<file path="config.mk">
export PLATFORM = sky130hd
export DESIGN_NAME = v4_peak_picker
export DESIGN_NICKNAME = d
export VERILOG_FILES = /design/src/rtl/v4_peak_picker_pkg.sv /design/src/rtl/v4_sat_counter.sv /design/src/rtl/v4_peak_picker.sv
export SDC_FILE = /design/constraint.sdc
export NUM_CORES = 1
export LEC_CHECK = 0
export CAP_MARGIN = 20
export CORE_MARGIN = 3
export CORE_UTILIZATION = 36
export CTS_CLUSTER_DIAMETER = 40
export DETAILED_ROUTE_END_ITERATION = 8
export PLACE_DENSITY = 0.56
export SYNTH_ARGS = -nofsm -noshare
export SYNTH_HDL_FRONTEND = slang
export SYNTH_HIERARCHICAL = 1
export SYNTH_SLANG_ARGS = --single-unit
</file>
<file path="constraint.sdc">
create_clock -name clk -period 3.1 [get_ports clk]
set_clock_uncertainty 0.05 [all_clocks]
set_input_delay 0.775 -clock clk [delete_from_list [all_inputs] [get_ports clk]]
set_output_delay 0.775 -clock clk [all_outputs]
set_load 0.05 [all_outputs]
</file>
<file path="src/rtl/v4_peak_picker_pkg.sv">
// Shared constants and types for the v4 peak picker (filter timing, default widths, FSM state).
// The optional pile-up rejection is enabled by defining PILEUP_REJECT_EN.
package v4_peak_picker_pkg;

    // Shaping filter data width and trapezoid timing
    localparam int SIZE_FILTER_DATA = 16;
    localparam int FILTER_RISE_LEN  = 8;
    localparam int FILTER_FLAT_LEN  = 48;

    // The flat top starts one rise time after the crossing
    localparam int DEF_PEAK_DELAY = FILTER_RISE_LEN;
    localparam int DEF_MAX_WIDTH  = 2 * FILTER_RISE_LEN + FILTER_FLAT_LEN;

    localparam int DEF_TS_W  = 32;
    localparam int DEF_CNT_W = 16;

    typedef enum logic [1:0] {
        ST_IDLE,
        ST_RISE,
        ST_TAIL
    } pp_state_e;

endpackage

</file>
<file path="src/rtl/v4_sat_counter.sv">
// Enable-increment counter that sticks at all-ones instead of wrapping.
module v4_sat_counter #(
    parameter int W = 16
) (
    input  logic         clk,
    input  logic         rst_n,
    input  logic         inc_i,
    output logic [W-1:0] cnt_o
);

    logic [W-1:0] cnt_q;

    always_ff @(posedge clk or negedge rst_n) begin
        if (!rst_n) begin
            cnt_q <= '0;
        end else if (inc_i && (cnt_q != '1)) begin
            cnt_q <= cnt_q + W'(1);
        end
    end

    assign cnt_o = cnt_q;

endmodule

</file>
<file path="src/rtl/v4_peak_picker.sv">
// Threshold-crossing peak picker: timestamps each pulse, samples its flat-top amplitude
// and hands events out over valid/ready. Define PILEUP_REJECT_EN to hold events until pulse end.
module v4_peak_picker
    import v4_peak_picker_pkg::*;
#(
    parameter int DATA_W     = SIZE_FILTER_DATA,
    parameter int PEAK_DELAY = DEF_PEAK_DELAY,
    parameter int MAX_WIDTH  = DEF_MAX_WIDTH,
    parameter int TS_W       = DEF_TS_W,
    parameter int CNT_W      = DEF_CNT_W
) (
    input  logic              clk,
    input  logic              reset,
    input  logic [DATA_W-1:0] data_in,
    input  logic [DATA_W-1:0] thr,
    output logic [DATA_W-1:0] amp_data,
    output logic [TS_W-1:0]   amp_ts,
    output logic              amp_valid,
    input  logic              amp_ready,
    output logic [CNT_W-1:0]  drop_cnt,
    output logic [CNT_W-1:0]  pileup_cnt
);

    if (PEAK_DELAY < 1 || PEAK_DELAY > 255) begin : g_bad_peak_delay
        $error("v4_peak_picker: PEAK_DELAY must be in 1..255");
    end
    if (MAX_WIDTH < 1) begin : g_bad_max_width
        $error("v4_peak_picker: MAX_WIDTH must be at least 1");
    end

    // The delay counter is 0 on the crossing edge, so it reads PEAK_DELAY-1 on the sample edge
    localparam logic [7:0] DLY_LAST = 8'(PEAK_DELAY - 1);

    pp_state_e         state_q;
    logic              armed_q;
    logic [TS_W-1:0]   ts_q;
    logic [TS_W-1:0]   cross_ts_q;
    logic [7:0]        dly_q;
    logic              below;
    logic              sample_now;

    logic              emit;
    logic [DATA_W-1:0] emit_data;
    logic              drop_inc;
    logic              pileup_inc;

    logic [DATA_W-1:0] amp_data_q;
    logic [TS_W-1:0]   amp_ts_q;
    logic              amp_valid_q;

    assign below      = (data_in < thr);
    assign sample_now = (state_q == ST_RISE) && !below && (dly_q == DLY_LAST);

    always_ff @(posedge clk or negedge reset) begin
        if (!reset) begin
            ts_q <= '0;
        end else begin
            ts_q <= ts_q + TS_W'(1);
        end
    end

    // NOTE: all state updates use <= so every branch sees the pre-edge values of state_q/armed_q.
    always_ff @(posedge clk or negedge reset) begin
        if (!reset) begin
            state_q    <= ST_IDLE;
            armed_q    <= 1'b0;
            cross_ts_q <= '0;
            dly_q      <= '0;
        end else begin
            if (below) begin
                armed_q <= 1'b1;
            end
            unique case (state_q)
                ST_IDLE: begin
                    if (!below && armed_q) begin
                        state_q    <= ST_RISE;
                        armed_q    <= 1'b0;
                        cross_ts_q <= ts_q;
                        dly_q      <= '0;
                    end
                end
                ST_RISE: begin
                    // Falling back before the sample point is treated as noise
                    if (below) begin
                        state_q <= ST_IDLE;
                    end else if (dly_q == DLY_LAST) begin
                        state_q <= ST_TAIL;
                    end else begin
                        dly_q <= dly_q + 8'd1;
                    end
                end
                ST_TAIL: begin
                    if (below) begin
                        state_q <= ST_IDLE;
                    end
                end
                default: state_q <= ST_IDLE;
            endcase
        end
    end

`ifdef PILEUP_REJECT_EN
    localparam int               WID_W   = $clog2(MAX_WIDTH + 2);
    localparam logic [WID_W-1:0] WID_SAT = WID_W'(MAX_WIDTH + 1);
    localparam logic [WID_W-1:0] WID_MAX = WID_W'(MAX_WIDTH);

    // wid_q holds (cycles above threshold - 1) once the pulse has ended
    logic [WID_W-1:0]  wid_q;
    logic [DATA_W-1:0] amp_hold_q;
    logic              pulse_end;

    assign pulse_end = (state_q == ST_TAIL) && below;

    always_ff @(posedge clk or negedge reset) begin
        if (!reset) begin
            wid_q      <= '0;
            amp_hold_q <= '0;
        end else begin
            if (state_q == ST_IDLE) begin
                wid_q <= '0;
            end else if (!below && (wid_q != WID_SAT)) begin
                wid_q <= wid_q + WID_W'(1);
            end
            if (sample_now) begin
                amp_hold_q <= data_in;
            end
        end
    end

    // NOTE: every always_comb output gets a default first so no path can infer a latch.
    always_comb begin
        emit       = 1'b0;
        pileup_inc = 1'b0;
        emit_data  = amp_hold_q;
        if (pulse_end) begin
            if (wid_q >= WID_MAX) begin
                pileup_inc = 1'b1;
            end else begin
                emit = 1'b1;
            end
        end
    end
`else
    always_comb begin
        emit       = sample_now;
        pileup_inc = 1'b0;
        emit_data  = data_in;
    end
`endif

    assign drop_inc = emit && amp_valid_q && !amp_ready;

    // Accepting the held event and loading a new one can happen on the same edge
    always_ff @(posedge clk or negedge reset) begin
        if (!reset) begin
            amp_data_q  <= '0;
            amp_ts_q    <= '0;
            amp_valid_q <= 1'b0;
        end else if (emit && (!amp_valid_q || amp_ready)) begin
            amp_data_q  <= emit_data;
            amp_ts_q    <= cross_ts_q;
            amp_valid_q <= 1'b1;
        end else if (amp_ready) begin
            amp_valid_q <= 1'b0;
        end
    end

    assign amp_data  = amp_data_q;
    assign amp_ts    = amp_ts_q;
    assign amp_valid = amp_valid_q;

    v4_sat_counter #(.W(CNT_W)) u_drop_cnt (
        .clk   (clk),
        .rst_n (reset),
        .inc_i (drop_inc),
        .cnt_o (drop_cnt)
    );

    v4_sat_counter #(.W(CNT_W)) u_pileup_cnt (
        .clk   (clk),
        .rst_n (reset),
        .inc_i (pileup_inc),
        .cnt_o (pileup_cnt)
    );

endmodule
</file>
==> run_results.csv, run 1 <==
group,metric,value,unit
layout,num-nets-final,771,
synthesis,synth_cells,558,
layout,final_common_cell,"dfrtp_1",
grt,grt_overflow,0,
routing,remaining_drc_errors,0,
critical_path,end_kind,"register",
sta,worst_pin_slew,693.1,ps
pwr,p_int,3.809,mW
synthesis,ys_seq_area_frac,0.5389,
sta,finalCriticalPeriod,3042,ps
floorplan,io-pin-count,116,
critical_path,crit_required,3350,ps
place,dp_hpwl,11100,um
place,routabilityCongestion,0.8308,
layout,antennaDiodeCount,0,
pwr,power.total,5.211,mW
sta,finalSetupViolCount,0,
sta,fin_tns_setup,0,ps
synthesis,synth_cell_types,57,
worst_hold_path,hp-class,"input port to asynchronous set/reset pin",
cts,cts_sinks,156,
floorplan,die_x,147.9,um
pwr,pwr-share-clk,0.429,
routing,drt-total-wl,15730,um
synthesis,async_reset_ff_frac,1.000,
pwr,pwr-share-comb,0.144,
synthesis,syn_area_per_cell,12.98,sq um
routing,vias,4990,
pwr,swShare,0.2692,
critical_path,timing.rr.start,"dly_q[4]",
layout,final_cell_mix,"dfrtp_1 (156), clkdlybuf4s50_1 (88), mux2_2 (61)",
synthesis,yosysWarnings,6,
cts,cts_root_buffer,"clkbuf_16",
critical_path,start_kind,"input port",
floorplan,start_util,0.3698,
routing,drtAntennaViolNets,0,
grt,antenna_found_initial,0,
pwr,power_density,535.5,nW/um^2
synthesis,synth_flop_cell,"dfrtp_1",
job,cap_violations,0,
cts,worstSkewPairLatency,410,ps
layout,syn2layout_area_growth,34.34,%
floorplan,row_count,51,
layout,drive_gt1_frac,0.3164,
pwr,p_leak,4.372,nW
synthesis,synth_area,7244,sq um
critical_path,cp_data_arrival_time,3290,ps
sta,slew_headroom,0.5370,
floorplan,dieArea,21860,sq um
critical_path,rr_worst_depth,9,
grt,grt_pass1_wl,26630,um
cts,numCtsBuffers,17,
floorplan,die_y,147.9,um
sta,post-route-period-util,0.9812,
grt,grt_start_max_net_pins,62,
cts,path_clk_slew,70,ps
cts,clock_path_buffers,2,
routing,drt_iter0_drc,295,
synthesis,synth_edf_count,0,
critical_path,crit_fanout,3,
critical_path,r2r_end,"u_drop_cnt/cnt_o[5]",
routing,via_per_inst,5.015,
routing,drt_pass1_iterations,4,
sta,hold_viol_final,0,
pwr,irDropWorstVdd,0.0003893,V
outcome,status,"completed",
grt,grtUsageTotal,0.1484,
cts,h-tree-depth,4,
synthesis,synth_seq_cells,156,
pwr,seq_power_share,0.427,
sta,fmax,328.8,MHz
critical_path,worstSetupPathType,"input port to register",
place,port_buffers,115,
grt,grt_pass1_vias,5256,
floorplan,core-area,19590,sq um
sta,drv_slew,0,
cts,cts_tree,"built",
routing,wl_per_cell,15.81,um
critical_path,reg2reg_slack,540,ps
pwr,power.switching,1.403,mW
sequential cells by signal (all words and copies together) (netlist names):
name / flops
amp_ts: 32
cross_ts_q: 32
ts_q: 32
amp_data: 16
u_drop_cnt/cnt_o: 16
u_pileup_cnt/cnt_o: 16
dly_q: 8
state_q: 2
amp_valid: 1
armed_q: 1
power groups by stage:
| stage | Combinational, mW | Clock, mW | Sequential [mW] |
|---|---|---|---|
| final | 0.753 | 2.23 | 2.22 |
| after global routing | 0.811 | 2.38 | 2.24 |
| after CTS | 0.753 | 2.30 | 2.22 |
| after detailed placement | 0.738 | 0 | 2.26 |
| after global placement | 0.719 | 0 | 2.25 |
| after floorplan | 0.304 | 0 | 2.40 |
per-layer routing:
layer  track usage  part of all wire
met1        0.1979              0.46
met2        0.2425              0.48
met3       0.03556             0.039
met5             0                 0
met4       0.04388             0.016
logic make-up after synthesis:
group                      count (synthesis)  synth area share
AOI/OAI and AO/OA                         60           0.06253
other                                      1         0.0005176
muxes                                     84            0.1408
and+or+nand+nor                          154            0.1399
buffers and inverters                     40           0.03143
adders and majority gates                 19           0.03282
xor gates and xnor gates                  44           0.05320
DFF                                      156            0.5389
how the worst max path moves through the flow:
stage	startpoint	to	slack (ps)	cells after the start
global placement	thr[15]	u_drop_cnt/cnt_o[10]	-760	12
floorplan	thr[15]	u_drop_cnt/cnt_o[15]	-380	13
CTS	thr[1]	u_drop_cnt/cnt_o[6]	-20	13
global route	thr[3]	u_drop_cnt/cnt_o[7]	-10	13
finish	thr[3]	u_drop_cnt/cnt_o[5]	60	13
detailed placement	thr[15]	u_drop_cnt/cnt_o[15]	-840	12
area by class of cell:
type / instances / area (sq um)
clock buffers: 17 / 425.4
clock inverters: 15 / 211.5
fillers: 1744 / 9858
inverters: 25 / 103.9
multi-input cells: 366 / 3351
flip-flops and latches: 156 / 3904
well taps: 265 / 331.6
repair buffers: 151 / 1405
critical path, stage by stage:
cell	delay (ps)
dlygate4sd2_1	230
inv_1	100
ha_4	170
nor3_4	40
or4b_1	530
o32a_1	310
and2_4	160
nor3_4	150
buf_6	130
and3_4	200
and4_4	250
o211ai_1	100
o21a_1	150
per-stage QoR:
stage | cell area [sq um] | hold WS [ps] | std cells | setup WS (ps) | util
6_report | 9732 | 240.0 | 995 | 58.43 | 0.4968
5_1_grt | 9732 | 268.2 | 995 | -10.52 | 0.4968
4_1_cts | 9694 | 252.9 | 994 | -24.84 | 0.4949
3_5_place_dp | 8959 | 415.9 | 957 | -843.2 | 0.4573
3_3_place_gp | 8959 | 410.3 | 957 | -758.0 | 0.4573
2_1_floorplan | 7343 | 390.2 | 562 | -384.3 | -
Yosys cell counts (3+ instances only):
cell type	n	share of area
and3_1	12	0.010
buf_6	5	0.0078
a31oi_1	6	0.0052
xor2_1	9	0.011
o22ai_1	6	0.0052
o21ai_0	6	0.0041
nor3_1	8	0.0055
dfrtp_1	156	0.54
clkbuf_1	5	0.0026
a21oi_1	12	0.0083
nand3_1	30	0.021
o21a_1	10	0.010
nor2_1	13	0.0067
nand4_1	28	0.024
nand2b_1	5	0.0043
ha_1	19	0.033
xnor2_1	35	0.042
a221oi_1	3	0.0036
mux2_2	61	0.095
and4_1	3	0.0036
inv_1	25	0.013
mux2_4	20	0.041
and2_1	3	0.0026
nor4_4	5	0.015
nand2_1	23	0.012
what timing repair did:
| item | in CTS | in global routing |
|---|---|---|
| buffers inserted | 5 | 1 |
| hold buffers | 0 | 0 |
| endpoints found under the setup margin | 96 | 11 |
| pin swaps | 19 | 5 |
| gates resized for setup | 120 | 6 |
No activity file was read; power rests on OpenSTA's default activity.
==> run 2: changes to the inputs <==
CAP_MARGIN = not set   (was 20)
CELL_PAD_IN_SITES_DETAIL_PLACEMENT = 2   (was not set)
CELL_PAD_IN_SITES_GLOBAL_PLACEMENT = 2   (was not set)
CORE_UTILIZATION = 35   (was 36)
PLACE_DENSITY = 0.78   (was 0.56)
SYNTH_HIERARCHICAL = not set   (was 1)
==> run_results.csv, run 2 <==
group,metric,value,unit
cts,clock_path_buffers,2,
floorplan,dieArea,19580,sq um
critical_path,slowest_delay,560,ps
layout,drive_gt1_frac,0.2586,
layout,final_common_cell,"dfrtp_1",
outcome,status,"completed",
routing,wl_per_cell,21.32,um
synthesis,synth_cells,492,
grt,grt_pass1_wl,28460,um
sta,finalCriticalPeriod,3086,ps
critical_path,start_kind,"input port",
routing,drtAntennaViolNets,0,
synthesis,synth_xor_area_frac,0.06277,
synthesis,synth_flop_cell,"dfrtp_1",
cts,cts_sinks,140,
critical_path,crit_fanout,5,
place,routabilityCongestion,0.7799,
synthesis,yosysMostFrequentCell,"dfrtp_1",
floorplan,row_count,48,
synthesis,synth.area.mux_share,0.1453,
synthesis,synthTopCellsByArea,"dfrtp_1 (56%), mux2_2 (11%), xnor2_1 (3.6%)",
critical_path,cp_data_arrival_time,3350,ps
routing,vias,4317,
grt,grtUsageTotal,0.1854,
synthesis,synth_edf_count,0,
layout,final_cell_mix,"dfrtp_1 (140), clkdlybuf4s50_1 (78), mux2_2 (54)",
synthesis,synth-simple-area-share,0.1208,
place,dp_hpwl,10960,um
sta,slew_headroom,0.5521,
place,place_area,7609,sq um
layout,fin_area,8663,sq um
cts,numCtsBuffers,17,
synthesis,async_reset_ff_frac,1.000,
sta,finalSetupViolCount,0,
layout,fin_util,0.4974,
floorplan,die_y,139.9,um
floorplan,start_util,0.3605,
grt,grt_start_max_net_pins,67,
critical_path,worstSetupPathType,"input port to register",
sta,hold_viol_final,0,
critical_path,crit_family,"compound AO/OA/AOI/OAI gates",
floorplan,core-area,17420,sq um
job,cap_violations,0,
synthesis,syn_area_per_cell,12.76,sq um
sta,finalHoldWorstSlack,265.0,ps
synthesis,synth_top_area_frac,0.5580,
critical_path,worst-path-buf-inv,5,
critical_path,cp_slowest_cell,"a2111oi_4",
routing,drt_pass1_iterations,4,
cts,path_clk_slew,60,ps
synthesis,yosys.area.top_type,"dfrtp_1",
pwr,power.total,4.674,mW
worst_hold_path,hp-class,"input port to asynchronous set/reset pin",
cts,cts_tree,"built",
cts,cts_root_buffer,"clkbuf_16",
grt,grt_overflow,0,
place,place_ws,-630.1,ps
sta,setup_slack,14.17,ps
routing,remaining_drc_errors,0,
synthesis,yosys.area_share.adder,0.03587,
pwr,power_density,539.5,nW/um^2
synthesis,synth_seq_cells,140,
synthesis,synth-compound-area-share,0.03587,
place,port_buffers,99,
floorplan,die_x,139.9,um
layout,syn2layout_area_growth,37.98,%
critical_path,path_cells,"clkdlybuf4s50_1 > inv_1 > ha_2 > a21o_1 > a21oi_2 > o221ai_2 > a2111oi_4 > nor3_4 > buf_6 > buf_12 > buf_16 > mux2_4",
sta,drv_slew,0,
critical_path,crit_required,3360,ps
cts,h-tree-depth,4,
synthesis,synth_top_family_by_area,"multiplexers",
sta,fmax,324.1,MHz
routing,via_per_inst,4.997,
grt,grt_pass1_vias,5060,
pwr,irDropWorstVdd,0.0004225,V
pwr,p_leak,4.074,nW
synthesis,ys_seq_area_frac,0.5580,
cts,worstSkewPairLatency,430,ps
layout,num-nets-final,679,
synthesis,synth_cell_types,46,
sta,worst_pin_slew,671.8,ps
routing,drt-total-wl,18420,um
floorplan,io-pin-count,116,
synthesis,yosysWarnings,0,
synthesis,synth_area,6279,sq um
sta,post-route-period-util,0.9954,
synthesis,synthTopCellsByCount,"dfrtp_1 (140), mux2_2 (61), nand3_1 (27)",
grt,antenna_found_initial,1,
critical_path,end_kind,"register",
routing,drt_iter0_drc,105,
layout,nFillCells,1682,
## run 2: cell count changes after synthesis, moves of 7 or more
cell	delta
dfrtp_1	-16
inv_1	-7
xor2_1	+10
buf_2	+7
mux2_4	-20
mux2_1	+18
xnor2_1	-9
o21a_1	-9
nor4_1	+7
buf_4	+17
a21oi_1	-7
nand4_1	-14
## run 2: where the power goes
group / internal (mW) / switching [mW] / total [mW]
clock network: 1.30 / 0.808 / 2.11
logic: 0.231 / 0.362 / 0.593
registers: 1.90 / 0.0707 / 1.97
total: 3.43 / 1.24 / 4.67
## run 2: layout make-up
class,count,area (sq um),area share
multi-input cells,320,2804,0.3237
clock buffers,20,456.7,0.05272
diodes,1,2.502,0.0002889
flip-flops and latches,140,3503,0.4044
well taps,225,281.5,0.03250
inverters,18,67.56,0.007799
repair buffers,129,1404,0.1620
clock inverters,11,143.9,0.01661
## run 2: cells by family after synthesis
family / Yosys count
flops: 140
compound gates: 30
buf+inv: 47
fa+ha+maj: 18
mux: 81
xor+xnor: 45
other cells: 1
simple gates: 130
## run 2: worst paths after layout
| check | cells past startpoint | end | slack, ps | start |
|---|---|---|---|---|
| max in group asynchronous | 2 | amp_ts[20] | 1950 | reset |
| max reg2reg | 7 | u_drop_cnt.cnt_o[11] | 610 | dly_q[0] |
| min reg2reg | 1 | ts_q[31] | 430 | ts_q[31] |
| max | 12 | amp_ts[27] | 10 | thr[4] |
| min | 1 | amp_data[9] | 260 | reset |
| min in group clk | 1 | ts_q[31] | 430 | ts_q[31] |
## run 2: per-layer routing
metal	track usage	up-vias	share of wire
li1	-	1969	-
met1	0.2137	2228	0.40
met2	0.3391	93	0.55
met3	0.03960	27	0.031
met4	0.06578	0	0.021
met5	0	-	0
## run 2: what timing repair did
action | 4_1_cts | 5_1_grt
hold buffers | 0 | 0
pin swaps | 0 | 10
gates resized for setup | 31 | 37
setup buffers | 5 | 1
endpoints found under the setup margin | 89 | 94
cloned | 4 | 1
## run 2: through the flow
step,setup TNS [ps],std cells
2_1_floorplan,0,507
3_3_place_gp,-37220,821
3_5_place_dp,-55390,821
4_1_cts,-202.2,861
5_1_grt,-659.8,864
6_report,0,864
==> run 3: changes to the inputs <==
CORE_UTILIZATION = 36   (was 35)
GPL_ROUTABILITY_DRIVEN = 0   (was not set)
SYNTH_HIERARCHICAL = 1   (was not set)
==> run_results.csv, run 3 (synthesis gave the netlist of run 1 again) <==
group,metric,value,unit
routing,drtAntennaViolNets,0,
critical_path,end_kind,"register",
cts,clock_path_buffers,2,
cts,cts_sinks,156,
sta,worst_pin_slew,745.2,ps
pwr,irDropWorstVdd,0.0004194,V
layout,syn2layout_area_growth,37.27,%
grt,grt_overflow,0,
critical_path,path_cells,"dlygate4sd2_1 > inv_2 > ha_4 > nor3_4 > or4b_1 > o32a_1 > and2_4 > nor3_4 > buf_6 > and3_4 > and4_4 > o211ai_1 > o21a_1",
layout,final_cell_mix,"dfrtp_1 (156), clkdlybuf4s50_1 (88), mux2_2 (61)",
pwr,power_density,524.4,nW/um^2
layout,fin_area,9945,sq um
routing,drt_iter0_drc,125,
floorplan,die_y,147.9,um
critical_path,crit_top_cell,"nor3_4",
routing,via_per_inst,5.217,
cts,numCtsBuffers,17,
outcome,violations,"setup timing",
place,dp_hpwl,13960,um
pwr,p_leak,4.450,nW
job,cap_violations,0,
critical_path,slowest_delay,500,ps
floorplan,io-pin-count,116,
critical_path,start_kind,"input port",
cts,hold_buffers,0,
critical_path,reg2reg_slack,260,ps
sta,post-route-period-util,1.027,
place,place_area,8959,sq um
layout,num-nets-final,778,
sta,setup_slack,-83.82,ps
worst_hold_path,hp-class,"input port to asynchronous set/reset pin",
sta,finalCriticalPeriod,3184,ps
grt,antenna_found_initial,0,
critical_path,crit_fanout,4,
critical_path,cp_data_arrival_time,3450,ps
cts,cts_tree,"built",
floorplan,die_x,147.9,um
routing,wl_per_cell,22.13,um
grt,grt_pass1_wl,34140,um
sta,drv_slew,0,
critical_path,worstSetupPathType,"input port to register",
sta,fmax,314.1,MHz
layout,final_common_cell,"dfrtp_1",
place,port_buffers,115,
cts,path_clk_slew,70,ps
critical_path,cp_slowest_cell,"or4b_1",
critical_path,crit_required,3360,ps
routing,remaining_drc_errors,0,
grt,grtUsageTotal,0.1973,
pwr,power.total,5.215,mW
sta,rsz0062_at_grt,"yes",
sta,slew_headroom,0.5022,
cts,cts_root_buffer,"clkbuf_16",
sta,finalHoldWorstSlack,167.1,ps
floorplan,core-area,19590,sq um
grt,grt_start_max_net_pins,71,
floorplan,start_util,0.3698,
cts,h-tree-depth,4,
grt,grt_pass1_vias,5948,
routing,drt_pass1_iterations,5,
sta,finalSetupViolCount,17,
sta,hold_viol_final,0,
floorplan,dieArea,21860,sq um
layout,antennaDiodeCount,0,
floorplan,row_count,51,
outcome,status,"complete, but fails checks",
routing,vias,5227,
cts,worstSkewPairLatency,430,ps
layout,drive_gt1_frac,0.3284,
routing,drt-total-wl,22170,um
run 3: cell count changes in the layout (fill, tap and decap cells not counted), sizes merged, moves of 9 or more:
cell / change
dlymetal6s2s: -14
xnor2: +9
inv: +11
clkdlybuf4s50: +10
buf: +33
a21oi: +9
nand4: +18
conb: -11
dfrtp: +16
o21a: +9
xor2: -10
run 3: final cells by class:
cell class	count	area, sq um
inverters	25	108.9
fillers	1902	9646
clock buffers	17	425.4
flip-flops and latches	156	3904
multi-input cells	366	3388
well taps	265	331.6
repair buffers	158	1582
clock inverters	15	205.2
run 3: per-layer routing:
metal,share of wire,vias up,routed length [um],global-route usage
met2,0.55,97,12150,0.3593
met4,0.010,0,223,0.04480
met1,0.41,2743,9169,0.2428
met5,0,-,0,0
li1,-,2368,-,-
met3,0.028,19,630,0.03832
run 3: worst max-delay path, delay by kind of cell:
family                   cells  cell delay, ps
adder cells (fa/ha/maj)      1             270
AO/OA/AOI/OAI                3             620
AND/OR/NAND/NOR              6            1350
buffers and inverters        3             420
run 3: path summary, 6_finish.rpt:
path	cells past startpoint	to	start
worst max-delay path	13	u_drop_cnt/cnt_o[5]	thr[2]
min in group clk	1	ts_q[31]	ts_q[31]
worst min-delay path	1	amp_data[2]	reset
worst max register to register	9	u_drop_cnt/cnt_o[5]	dly_q[4]
max in group asynchronous	2	cross_ts_q[10]	reset
worst min register to register	1	ts_q[31]	ts_q[31]
run 3: power breakdown:
| group | switching [mW] | leakage (nW) | internal, mW |
|---|---|---|---|
| clock | 1.01 | 0.304 | 1.17 |
| combinational | 0.472 | 2.01 | 0.332 |
| sequential | 0.104 | 2.13 | 2.12 |
| total | 1.59 | 4.45 | 3.63 |
run 3: what timing repair did:
action	in CTS	in global routing
resized for setup	128	23
setup buffers	4	5
cloned	0	4
pin swaps	21	9
setup endpoints to repair	96	95
run 3: stage by stage:
step | TNS (ps) | std cells | setup WS (ps) | util
finish | -247.6 | 1002 | -83.82 | 0.5076
global route | -2523 | 1002 | -152.7 | 0.5076
CTS | -189.9 | 993 | -105.3 | 0.4950
detailed placement | -68970 | 957 | -859.9 | 0.4573
global placement | -62670 | 957 | -742.4 | 0.4573
floorplan | -3805 | 562 | -384.3 | -
